`src/rtl/curl_job_scheduler.sv`:
```
// Round-robin job scheduler that programs a shared curl accelerator over Avalon-MM,
// then polls its finish flag and reports completion or poll timeout to the granted requester.
module curl_job_scheduler #(
  parameter int          N_REQ     = 4,
  parameter int          ID_W      = 2,
  parameter int          POLL_GAP  = 4,
  parameter logic [15:0] MAX_POLLS = 16'd4096
) (
  input  logic                  i_clk,
  input  logic                  i_arst,
  input  logic [N_REQ-1:0]      i_req_valid,
  input  logic [32*N_REQ-1:0]   i_req_src,
  input  logic [32*N_REQ-1:0]   i_req_dst,
  input  logic [16*N_REQ-1:0]   i_req_len,
  output logic [N_REQ-1:0]      o_req_ready,
  output logic                  o_done_valid,
  output logic [ID_W-1:0]       o_done_id,
  output logic                  o_done_err,
  output logic                  o_busy,
  output logic [1:0]            o_csr_address,
  output logic                  o_csr_write,
  output logic                  o_csr_read,
  output logic [31:0]           o_csr_writedata,
  output logic [3:0]            o_csr_byteenable,
  input  logic [31:0]           i_csr_readdata,
  input  logic                  i_csr_waitrequest,
  input  logic                  i_csr_readdatavalid
);

  localparam int GAP_W = $clog2(POLL_GAP + 1);

  typedef enum logic [3:0] {
    IDLE, GRANT, WR_SRC, WR_DST, WR_OP, GAP, RD_REQ, RD_WAIT, DONE
  } state_t;

  state_t            state_q, state_d;
  logic [ID_W-1:0]   gid_q, gid_d;
  logic [ID_W-1:0]   rr_ptr_q, rr_ptr_d;
  logic [31:0]       src_q, src_d;
  logic [31:0]       dst_q, dst_d;
  logic [15:0]       len_q, len_d;
  logic [15:0]       poll_q, poll_d;
  logic [GAP_W-1:0]  gap_q, gap_d;
  logic              err_q, err_d;

  logic              pick_vld;
  logic [ID_W-1:0]   pick_id;
  logic              eval;
  logic [15:0]       poll_eval;
  logic              unused_rd;

  assign unused_rd = ^i_csr_readdata[31:1];

  // Scan downwards so the valid requester closest to rr_ptr is the one left standing.
  always_comb begin : rr_pick
    logic [ID_W-1:0] idx;
    pick_vld = 1'b0;
    pick_id  = '0;
    idx      = '0;
    for (int i = N_REQ - 1; i >= 0; i--) begin
      idx = ID_W'((int'(rr_ptr_q) + i) % N_REQ);
      if (i_req_valid[idx]) begin
        pick_vld = 1'b1;
        pick_id  = idx;
      end
    end
  end

  always_comb begin
    state_d   = state_q;
    gid_d     = gid_q;
    rr_ptr_d  = rr_ptr_q;
    src_d     = src_q;
    dst_d     = dst_q;
    len_d     = len_q;
    poll_d    = poll_q;
    gap_d     = gap_q;
    err_d     = err_q;
    eval      = 1'b0;
    poll_eval = poll_q;

    case (state_q)
      IDLE: begin
        if (pick_vld) begin
          gid_d   = pick_id;
          state_d = GRANT;
        end
      end
      GRANT: begin
        src_d    = i_req_src[{gid_q, 5'b0} +: 32];
        dst_d    = i_req_dst[{gid_q, 5'b0} +: 32];
        len_d    = i_req_len[{gid_q, 4'b0} +: 16];
        rr_ptr_d = (int'(gid_q) == N_REQ - 1) ? '0 : gid_q + 1'b1;
        state_d  = WR_SRC;
      end
      WR_SRC: if (!i_csr_waitrequest) state_d = WR_DST;
      WR_DST: if (!i_csr_waitrequest) state_d = WR_OP;
      WR_OP: begin
        if (!i_csr_waitrequest) begin
          poll_d  = '0;
          gap_d   = GAP_W'(POLL_GAP);
          err_d   = 1'b0;
          state_d = GAP;
        end
      end
      GAP: begin
        gap_d = gap_q - GAP_W'(1);
        if (gap_q == GAP_W'(1)) state_d = RD_REQ;
      end
      RD_REQ: begin
        if (!i_csr_waitrequest) begin
          poll_d    = poll_q + 16'd1;
          poll_eval = poll_q + 16'd1;
          if (i_csr_readdatavalid) eval = 1'b1;
          else                     state_d = RD_WAIT;
        end
      end
      RD_WAIT: if (i_csr_readdatavalid) eval = 1'b1;
      DONE:    state_d = IDLE;
      default: state_d = IDLE;
    endcase

    // Finish wins over timeout when both land on the last allowed poll.
    if (eval) begin
      if (i_csr_readdata[0]) begin
        err_d   = 1'b0;
        state_d = DONE;
      end else if (poll_eval == MAX_POLLS) begin
        err_d   = 1'b1;
        state_d = DONE;
      end else begin
        gap_d   = GAP_W'(POLL_GAP);
        state_d = GAP;
      end
    end
  end

  always_ff @(posedge i_clk or posedge i_arst) begin
    if (i_arst) begin
      state_q  <= IDLE;
      gid_q    <= '0;
      rr_ptr_q <= '0;
      src_q    <= '0;
      dst_q    <= '0;
      len_q    <= '0;
      poll_q   <= '0;
      gap_q    <= '0;
      err_q    <= 1'b0;
    end else begin
      state_q  <= state_d;
      gid_q    <= gid_d;
      rr_ptr_q <= rr_ptr_d;
      src_q    <= src_d;
      dst_q    <= dst_d;
      len_q    <= len_d;
      poll_q   <= poll_d;
      gap_q    <= gap_d;
      err_q    <= err_d;
    end
  end

  // Outputs depend only on state and captured registers, so stalls keep them stable.
  always_comb begin
    o_req_ready      = '0;
    o_done_valid     = 1'b0;
    o_done_id        = '0;
    o_done_err       = 1'b0;
    o_busy           = (state_q != IDLE);
    o_csr_write      = 1'b0;
    o_csr_read       = 1'b0;
    o_csr_address    = 2'd0;
    o_csr_writedata  = '0;
    o_csr_byteenable = '0;
    case (state_q)
      GRANT: o_req_ready[gid_q] = 1'b1;
      WR_SRC: begin
        o_csr_write      = 1'b1;
        o_csr_address    = 2'd1;
        o_csr_writedata  = src_q;
        o_csr_byteenable = 4'hF;
      end
      WR_DST: begin
        o_csr_write      = 1'b1;
        o_csr_address    = 2'd2;
        o_csr_writedata  = dst_q;
        o_csr_byteenable = 4'hF;
      end
      WR_OP: begin
        o_csr_write      = 1'b1;
        o_csr_address    = 2'd0;
        o_csr_writedata  = {8'h00, len_q, 8'h02};
        o_csr_byteenable = 4'b0111;
      end
      RD_REQ: begin
        o_csr_read       = 1'b1;
        o_csr_address    = 2'd0;
        o_csr_byteenable = 4'hF;
      end
      DONE: begin
        o_done_valid = 1'b1;
        o_done_id    = gid_q;
        o_done_err   = err_q;
      end
      default: ;
    endcase
  end

endmodule

```
`config.mk`:
```
export PLATFORM = sky130hd
export DESIGN_NAME = curl_job_scheduler
export DESIGN_NICKNAME = d
export VERILOG_FILES = /design/src/rtl/curl_job_scheduler.sv
export SDC_FILE = /design/constraint.sdc
export NUM_CORES = 1
export LEC_CHECK = 0
export ABC_AREA = 1
export CAP_MARGIN = 20
export CORE_ASPECT_RATIO = 1.5
export CORE_MARGIN = 5
export CORE_UTILIZATION = 30
export CTS_CLUSTER_DIAMETER = 150
export DETAILED_ROUTE_END_ITERATION = 6
export DONT_BUFFER_PORTS = 1
export SETUP_SLACK_MARGIN = 0.02
export SYNTH_ARGS = -nofsm -noshare
export SYNTH_HDL_FRONTEND = slang
export SYNTH_SLANG_ARGS = --single-unit
```
`constraint.sdc`:
```
create_clock -name i_clk -period 5.8 [get_ports i_clk]
set_input_delay 1.74 -clock i_clk [delete_from_list [all_inputs] [get_ports i_clk]]
set_output_delay 1.74 -clock i_clk [all_outputs]
set_load 0.02 [all_outputs]
```
## Word-level counts from Yosys, hierarchy flattened

Cells that the tools add are included.

| cells by class | value |
|---|---|
| $add $sub $neg | 6 |
| $lt $le $gt $ge | 6 |
| equality and inequality tests | 20 |
| shift operators | 3 |
| muxes and demuxes | 56 |
| reductions and logical operators | 9 |

Operators with widths:

| kind | number |
|---|---|
| $shiftx 128x8->32 | 2 |
| $pmux 32 s3 | 1 |
| $shiftx 64x7->16 | 1 |
| $mux 16 | 3 |
| $mux 4 | 11 |
| $pmux 16 s2 | 1 |
| $pmux 4 s8 | 1 |
| $ne 3x3->1 const B | 7 |
| $mux 1 | 20 |
| $add 16x1->16 const B | 1 |
| $eq 16x13->1 const B | 1 |
| $eq 4x3->1 const B | 4 |
| $lt 2x3->1 const B | 5 |
| $mux 2 | 6 |
| $mux 3 | 4 |
| $bmux 1 s2 | 4 |
| $eq 4x2->1 const B | 2 |
| $pmux 4 s2 | 1 |
| $reduce_and 8->1 | 1 |
| $pmux 3 s2 | 1 |
| $reduce_or 3->1 | 2 |
| $add 2x1->2 const B | 2 |
| $add 2x2->2 const B | 2 |
| $eq 4x1->1 const B | 1 |
| other kinds (14) | 16 |

| word-level totals | value |
|---|---|
| flip-flop bits (word level) | 108 |
| input bits | 360 |
| logic and storage cells | 109 |

## Logic depth before layout (Yosys ltp)

| logic depth | value |
|---|---|
| depth after elaboration | 10 |
| depth in mapped cells | 13 |
| gate-level depth less buffers | 13 |

## Least setup slack after synthesis

OpenSTA, ideal clock, no wires.

| timing path | value |
|---|---|
| kind | register to output |
| start | register gid_q[0] |
| end | output port o_req_ready[0] |
| arrival | 1,715 ps |
| path slack | 2,345 ps |
| stages on the path, launching flop included | 9 |
| path buffers | 4 |
| cell sequence | dfrtp_1 clkbuf_1 inv_1 buf_2 buf_2 clkbuf_1 ha_1 inv_1 nor2_1 |

| on the way | value |
|---|---|
| longest elaborated chain between the ends | 5 |
| elaborated cells on any way between the ends | 6 |

Ends and longest elaborated chain:

| item | line | text |
|---|---|---|
| from (decl) | 37 | `logic [ID_W-1:0] gid_q, gid_d;` |
| from (signal assigned) | 151 | `gid_q <= gid_d;` |
| $lt 2x3->1 (implied by the code) or $ge 2x1->1 (tied branches) | 175 | `GRANT: o_req_ready[gid_q] = 1'b1;` |
| $logic_and 1x1->1 (implied by the code) | 175 |  |
| $mux 1 (implied by the code) | 175 |  |
| $demux 1 s2 * | 175 |  |
| $mux 4 * | 174 | `case (state_q)` |
| to (decl) | 15 | `output logic [N_REQ-1:0] o_req_ready,` |

Mark *: on every way between the ends. The rest lies on a longest branch, timed or not.

## Worst setup path after layout

| timing path | value |
|---|---|
| start | register state_q[3] |
| end | output port o_csr_writedata[20] |

| on the way | value |
|---|---|
| longest elaborated chain between the ends | 2 |
| elaborated cells on any way between the ends | 4 |

Ends and longest elaborated chain:

| item | line | text |
|---|---|---|
| from (decl) | 36 | `state_t state_q, state_d;` |
| from (signal assigned) | 150 | `state_q <= state_d;` |
| $eq 4x3->1 or $eq 4x2->1 (tied branches) | 174 |  |
| $pmux 32 s3 * | 174 |  |
| to (decl) | 23 | `output logic [31:0] o_csr_writedata,` |

Marked as above.

==> flow_summary_export.csv <==
group,metric,value,unit
status,status,"finished, final reports clean",
logic_synthesis,synth_flop_cell,"dfrtp_1",
sta,skew,0.01785,ns
global_route,antenna_found_initial,2,
logic_synthesis,synth_cells,1167,
logic_synthesis,synth.avg_cell_area,6.568,sq um
sta,finalSetupViolations,0,
global_route,use_met2,37.40,%
clock_network,ctsResizeCount,0,
layout,area_growth,5.436,%
global_route,grt_pass1_wl,43.39,mm
worst_setup_path,path_class,"reg2out",
sta,slew_viol_final,0,
sta,finalCritPeriodShare,75.71,%
sta,min_period,4.391,ns
die,fp.dieArea,28910,sq um
worst_setup_path,path_max_fanout,18,
die,start_util,30.49,%
global_route,grt_usage,19.74,%
logic_synthesis,ys_seq_area_share,35.26,%
power_and_ir_drop,power,4.447,mW
clock_network,clkLatencyLatePin,0.36,ns
logic_synthesis,ys_seq_elements,108,
placement,numPortBuffers,0,
clock_network,hold_buffers,0,
placement,hpwl,24.18,mm
clock_network,cts_setup_buffers,0,
job,max_cap_viol_count,0,
layout,mostFrequentLayoutCells,"o21ai_0 (244), nor2_1 (224), nand2_1 (176)",
logic_synthesis,syn_nets,1534,
global_route,gr-usage-met1,21.77,%
clock_network,tritoncts,"done",
worst_setup_path,cp.required,4.06,ns
worst_setup_path,start_kind,"flop",
logic_synthesis,synthesis.area,7665,sq um
clock_network,cts-root-buf,"clkbuf_16",
power_and_ir_drop,ir_drop,0.0001718,V
layout,final_net_count,1471,
sta,rsz0062_at_grt,"no",
worst_setup_path,crit_arrival,2.65,ns
die,io_pins,409,
logic_synthesis,synth_edf_count,0,
logic_synthesis,synth_cell_types,38,
drt,drt_first_pass_iters,7,
drt,wire_per_inst,21.25,microns
sta,tightest_slew,0.8905,ns
die,core-area,25140,sq um
worst_setup_path,crit_slowest_cell,"o221ai_1",
global_route,grt_max_degree,101,
drt,ant_nets,0,
power_and_ir_drop,p_leak,3.434,nW
worst_setup_path,max_stage_delay,0.73,ns
die,die_h,205.8,microns
sta,maxSlewHeadroom,40.63,%
global_route,top_usage_layer,"met2",
clock_network,path_clk_slew,0.08,ns
sta,hold_viol_final,0,
placement,dpl-instance-area,7797,sq um
drt,vias,7877,
clock_network,htreeDepth,3,
global_route,grt_pass1_vias,7362,
power_and_ir_drop,pwr_density_cell,550.2,nW/um^2
clock_network,cts.sinks,108,
clock_network,cts_buffer_depth,2,
drt,drcViolationCount,0,
logic_synthesis,yosys_warnings,0,
sta,fmax,227.7,MHz
drt,drt_wl_total,30.58,mm
global_route,gr-usage-met3,3.999,%
hold_path,hp-class,"reg2reg",
layout,final_common_cell,"o21ai_0",
drt,drtIter0Drc,615,
die,die_x,140.5,microns
clock_network,cts_made_buffers,9,
worst_setup_path,crit_chain,"nor2_1 -> nand2_1 -> nor2_4 -> clkinv_1 -> o221ai_1",
global_route,grt-ovfl-total,0,
drt,routed_via_density,5.474,
sta,finalSetupTns,0,ns
die,row_count,71,
worst_setup_path,crit_path_end_kind,"output port",
layout,drive_above_1_share,5.591,%
logic_synthesis,async_flop_share,100.0,%
placement,gp_congestion,0.9221,
layout,finish.instance_area,8082,sq um
layer usage:
| metal | vias up | part of all wire, % |
|---|---|---|
| li1 | 3771 | - |
| met1 | 3709 | 37 |
| met2 | 359 | 54 |
| met3 | 38 | 7.3 |
| met4 | 0 | 2.4 |
| met5 | - | 0 |
synthesized netlist by cell type, types with 2 or more instances:
library cell,number,area share [%]
inv_1,110,5.4
buf_6,3,0.44
nand4_1,5,0.41
inv_2,7,0.34
buf_4,2,0.20
nand2_2,6,0.49
ha_1,7,1.1
buf_1,6,0.29
o21ai_1,5,0.33
dfrtp_1,108,35
nand2_4,2,0.29
nand2_1,176,8.6
o221ai_1,17,1.9
a21boi_1,2,0.20
nand3_2,2,0.26
nor3_1,5,0.33
buf_2,16,1.0
a21oi_1,10,0.65
nor2_4,4,0.59
a31o_2,3,0.34
nor4_1,3,0.24
nand3_1,26,1.7
a31oi_1,10,0.82
nor2_1,224,11
o21ai_0,244,16
xor2_1,2,0.23
clkbuf_1,57,2.8
o22ai_1,90,7.3
nor2_2,6,0.49
final timing paths:
kind                             from                   to  slack [ns]  depth (start not counted)
setup / recovery           state_q[3]  o_csr_writedata[20]        1.41                          5
hold / removal              src_q[11]            src_q[11]        0.50                          2
setup reg to reg             gid_q[0]            dst_q[17]        2.85                          6
hold reg to reg             src_q[11]            src_q[11]        0.50                          2
max in group asynchronous      i_arst             gid_q[0]        3.48                          2
min in group asynchronous      i_arst            poll_q[3]        1.33                          1
stage by stage:
stage,utilization [%],hold slack (ns),setup slack [ns],cells
floorplan,-,0.4494,1.214,1167
global placement,31.02,0.4785,1.843,1421
detailed placement,31.02,0.4742,1.783,1421
CTS,32.13,0.4937,1.364,1437
global route,32.15,0.5256,1.236,1439
finish,32.15,0.4971,1.409,1439
cell families after synthesis:
| family | synth area share [%] |
|---|---|
| AO/OA/AOI/OAI | 28.27 |
| XOR/XNOR | 0.2286 |
| adder cells (fa/ha/maj) | 1.143 |
| buffers and inverters | 10.61 |
| flip-flops | 35.26 |
| AND/OR/NAND/NOR | 24.49 |
state kept, by name, indices dropped and copies added, names as in the netlist:
signal,count
gid_q,2
poll_q,16
src_q,32
err_q,1
rr_ptr_q,2
len_q,16
gap_q,3
state_q,4
dst_q,32
critical path: cells and delay by family (launching register included):
kind                   cells  cell delay [ns]
AO/OA/AOI/OAI              1             0.73
AND/OR/NAND/NOR            3             0.64
buffers and inverters      1             0.50
flip-flops                 1             0.43
report_power, final:
part / internal, mW / switching (mW) / leakage (nW) / total [mW]
clock: 0.306 / 0.286 / 0.129 / 0.593
combinational: 0.683 / 1.83 / 1.97 / 2.52
sequential: 1.08 / 0.252 / 1.34 / 1.34
total: 2.07 / 2.37 / 3.43 / 4.45
layout make-up:
type / count / area (sq um)
antenna: 2 / 5.005
clock buffer: 12 / 246.5
clock inverter: 4 / 32.53
fill: 2739 / 17060
inverter: 119 / 455.4
multi-input combinational: 856 / 4149
sequential: 108 / 2708
tap: 328 / 410.4
timing repair buffer: 10 / 75.07
No activity file was read; power rests on OpenSTA's default activity.
==> patch 1 (config.mk and constraints unchanged) <==
Set the parameter `POLL_GAP` to 8 (it was 4).
--- a/src/rtl/curl_job_scheduler.sv
+++ b/src/rtl/curl_job_scheduler.sv
@@ -3,7 +3,7 @@
 module curl_job_scheduler #(
   parameter int          N_REQ     = 4,
   parameter int          ID_W      = 2,
-  parameter int          POLL_GAP  = 4,
+  parameter int          POLL_GAP  = 8,
   parameter logic [15:0] MAX_POLLS = 16'd4096
 ) (
   input  logic                  i_clk,
Check against the original RTL: no difference found for any inputs over 4 cycles, from zero or initial values and one cycle with i_arst high; that may be too few to reach the edited logic, so the function may still have changed.
==> patch 1 against the unedited design <==
  * Area after synthesis grew 1.5%
  * Wire length shrank 9.7%
  * Sequential share of layout area shrank 0.14 points
  * Count of clock-buffer cells in the layout shrank 1
  * Sequential power is essentially flat
  * Total power grew 3.8%
  * Worst setup slack lost 70 ps
  * Design area grew 1.4%
  * Synthesized cell count grew 1.1%
  * First-iteration DRC count shrank 8.3%
  * Combinational power grew 4%
  * Die area grew 1.4%
  * Sequential cell count grew 1
  * Largest power group unchanged
==> patch 1: results (changes against the unedited design) <==
* Tmin final at 4460 ps (+69.8 ps)
* Worst-path clk slew at 70 ps
* Hold WS at 485 ps (-11.7 ps)
* ANT cells at 0 (-2)
* Mapped Nets at 1,547 (+0.85%)
* Detailed Routing Iterations Pass 1 at 5 (-2)
* Clk_skew at 7.86 ps (-9.99 ps)
* Worst Hold Class: flop to flop
* Cells after Synth at 1,180 (+1.1%)
* Placed Cells at 1,437 (+1.1%)
* Overall track demand over capacity in global routing at 17.9% (-1.9 points)
* DP Wirelength at 21.0 mm (-13%)
* Share of post-route cells with drive strength above 1 at 6.08% (+0.49 points)
* Max_slew headroom at 35.2% (-5.4 points)
* Met2 wire len at 13.1 mm (-20%)
* Synth Area in Adders at 1.13% (-0.016 points)
* Setup WS pre-CTS at 1670 ps (-111 ps)
* Largest regs: dst_q x32, src_q x32
* Leak pwr at 3.44 nW (+0.16%)
* Vias in the first global route at 7,517 (+2.1%)
* Worst-path fanout max at 18 (unchanged)
* Area contributors post-synth: dfrtp_1, o21ai_0, nor2_1
* First-pass GRT wire length at 41.3 mm (-4.8%)
* Placer Congestion at 0.887 (-3.8%)
* Synth unique cells at 39 (+2.6%)
* Xor/xnor share of the synthesized area at 0.338% (+0.11 points)
* Critical path arrival at 2720 ps (+70 ps)
* Ys async rst share at 100% (unchanged)
* Worst reg2reg setup slack at 2740 ps (-110 ps)
* Most frequent cells after synthesis: o21ai_0, nor2_1, nand2_1
* Drt via density at 5.40 (-1.4%)
* Largest net degree at the start of global routing at 112 (+11%)
* CTS H-tree lvls at 3 (unchanged)
* VDD IR max at 0.222 mV (+29%)
* Post-synthesis compound-gate area fraction at 28.1% (-0.20 points)
* Largest stage delay, worst path at 600 ps (-130 ps)
* Area after DPL at 7890 µm² (+1.2%)
* Metal1 wirelength at 11.7 mm (+4.6%)
* Final wirelength at 27.6 mm (-9.7%)
* Switching portion of total power at 52.0% (-1.3 points)
* Max Used Layer: met5
* Slowest cell on the critical path: o221ai_1
* WL met3 at 2.19 mm (-1.3%)
* Sequential share of the synthesized area at 35.1% (-0.18 points)
* Vias at 7,835 (-0.53%)
* Hold bufs inserted after CTS at 0 (unchanged)
* Clock Latency Late Sink at 360 ps (about the same)
* Cts bufs inserted at 9 (unchanged)
* 1st-iter DRT viols at 564 (-8.3%)
* Status: completed
* Initial antenna violation count at 4 (+2)
* Synth Warn # at 0 (unchanged)
## patch 1: changes by cell type in the layout (fill, tap and decap cells not counted), sizes merged, moves of 3 or more
cell,before,now
o21ai,249,253
a21oi,10,7
a31o,3,0
a31oi,10,16
nor2,234,245
nand3,28,31
inv,118,129
nand2,184,172
## patch 1: layer usage
| metal | global-route usage (%) | vias to the layer above |
|---|---|---|
| met5 | 0 | - |
| met4 | 5.53 | 6 |
| met3 | 3.97 | 37 |
| met2 | 29.9 | 344 |
| met1 | 22.9 | 3644 |
| li1 | - | 3804 |
## patch 1: worst paths after layout
check / depth (start not counted) / from / end
hold reg to reg: 2 / src_q[13]$_DFFE_PP0P_ / src_q[13]$_DFFE_PP0P_
min in group asynchronous: 1 / i_arst / src_q[24]$_DFFE_PP0P_
hold / removal: 2 / src_q[13]$_DFFE_PP0P_ / src_q[13]$_DFFE_PP0P_
max in group asynchronous: 2 / i_arst / len_q[6]$_DFFE_PP0P_
setup reg to reg: 9 / state_q[0]$_DFFE_PP0P_ / state_q[0]$_DFFE_PP0P_
setup / recovery: 6 / state_q[3]$_DFFE_PP0P_ / o_csr_writedata[1]
## patch 1: power by group through the flow
stage	logic [mW]	clock network, mW	registers (mW)
2_1_floorplan	2.16	0	1.22
3_3_place_gp	2.60	0	1.35
3_5_place_dp	2.65	0	1.36
4_1_cts	2.66	0.672	1.34
5_1_grt	2.99	0.698	1.39
6_report	2.63	0.644	1.34
## patch 1: layout make-up
class                      instances  area, µm²
tap                              333        417
timing repair buffer               8       60.1
inverter                         129        497
multi-input combinational        858       4190
sequential                       109       2730
clock inverter                     4       47.5
clock buffer                      11        253
fill                            2829      17500
## patch 1: critical path, delay by kind of cell, from the launching register on
family	cells	cell delay [ps]
AOI/OAI and AO/OA	1	600
and+or+nand+nor	3	610
buffers and inverters	2	700
DFF	1	440
==> patch 2 (config.mk and constraints unchanged) <==
Without the edit above. Put a register stage on the output `o_done_err`, without a reset. The value now appears one clock later. The other outputs are not delayed to match.
--- a/src/rtl/curl_job_scheduler.sv
+++ b/src/rtl/curl_job_scheduler.sv
@@ -33,6 +33,8 @@
     IDLE, GRANT, WR_SRC, WR_DST, WR_OP, GAP, RD_REQ, RD_WAIT, DONE
   } state_t;
 
+  logic o_done_err_d;
+
   state_t            state_q, state_d;
   logic [ID_W-1:0]   gid_q, gid_d;
   logic [ID_W-1:0]   rr_ptr_q, rr_ptr_d;
@@ -164,7 +166,7 @@
     o_req_ready      = '0;
     o_done_valid     = 1'b0;
     o_done_id        = '0;
-    o_done_err       = 1'b0;
+    o_done_err_d     = 1'b0;
     o_busy           = (state_q != IDLE);
     o_csr_write      = 1'b0;
     o_csr_read       = 1'b0;
@@ -199,11 +201,15 @@
       DONE: begin
         o_done_valid = 1'b1;
         o_done_id    = gid_q;
-        o_done_err   = err_q;
+        o_done_err_d = err_q;
       end
       default: ;
     endcase
   end
 
+  always_ff @(posedge i_clk) begin
+    o_done_err <= o_done_err_d;
+  end
+
 endmodule
 
Check against the original RTL: same outputs for any inputs over 4 cycles, from zero or initial values and one cycle with i_arst high; that may be too few to reach the edited logic, so the function may still have changed.
==> patch 2 against the unedited design <==
  * Critical path depth did not move
  * Sequential share of layout area decreased by 0.27 points
  * Clock skew is 4.4 ps lower
  * Wire length is 3.3% lower
  * Worst setup slack better by 42 ps
  * Area after synthesis is 0.95% higher
  * Design area grew 1.5%
  * Die area grew 0.89%
  * Global-route usage down 0.38 points
  * Sequential cell count is 1 higher
  * Total power increased by 1.1%
  * Hold slack worse by 14 ps
  * Critical endpoint is now o_csr_writedata[23]
  * Largest cell class unchanged
==> patch 2: results (changes against the unedited design) <==
* Status: completed
* Multi-input combinational area share at 50.9% (-0.42 points)
* Clk_skew at 13.5 ps (-4.38 ps)
* Hold path startpoint: src_q[8]$_DFFE_PP0P_
* First-pass GRT wire length at 43.7 mm (+0.65%)
* VDD IR max at 0.206 mV (+20%)
* Grt met1 use at 24.1% (+2.3 points)
* Overall track demand over capacity in global routing at 19.4% (-0.38 points)
* Cells after Synth at 1,179 (+1.0%)
* Worst reg2reg setup slack at 3080 ps (+230 ps)
* CLK BUF at 11 (-1)
* Synth unique cells at 37 (-2.6%)
* Most frequent cells after synthesis: o21ai_0, nor2_1, nand2_1
* Met3 GRT Util at 4.26% (+0.26 points)
* Area after DPL at 7890 µm² (+1.2%)
* Sequential cell power at 1.24 mW (-7%)
* Sequential share of the synthesized area at 35.2% (-0.072 points)
* Critical Path End: o_csr_writedata[23]
* Largest net degree at the start of global routing at 86 (-15%)
* M2 GR Usage at 33.3% (-4.1 points)
* Final Non-Filler Cells at 1,458 (+1.3%)
* 1st-iter DRT viols at 547 (-11%)
* Placed Cells at 1,439 (+1.3%)
* Multi-input comb cells at 861 (+0.58%)
* Share of post-route cells with drive strength above 1 at 5.97% (+0.38 points)
* Worst-path fanout max at 20 (+2)
* DP Wirelength at 22.9 mm (-5.1%)
* Hold EP: src_q[8]$_DFFE_PP0P_
* Detailed Routing Iterations Pass 1 at 5 (-2)
* Initial antenna violation count at 4 (+2)
* Clock network area share at 3.78% (+0.33 points)
-- patch 2: changes by cell type in the layout (fill, tap and decap cells not counted), sizes merged, moves of 3 or more --
cell,before,now
o22ai,91,94
nor2,234,231
inv,118,125
nand2,184,194
-- patch 2: cell families after synthesis --
kind of cell	synth area share [%]
flip-flops	35.2
XOR/XNOR	0.226
adder cells (fa/ha/maj)	1.13
AND/OR/NAND/NOR	24.6
AO/OA/AOI/OAI	28.1
buffers and inverters	10.8
-- patch 2: critical path: stages (launching register included) --
cell	delay (ps)
dfrtp_1	530
nand2_1	110
inv_1	110
nand2_1	540
buf_4	440
o221ai_1	500
-- patch 2: metrics by stage --
| step | setup WS [ps] | util (%) |
|---|---|---|
| floorplan | 1210 | - |
| detailed placement | 1860 | 30.8 |
| finish | 1450 | 32.1 |
| CTS | 1460 | 32.0 |
| global placement | 1860 | 30.8 |
| global route | 1350 | 32.1 |
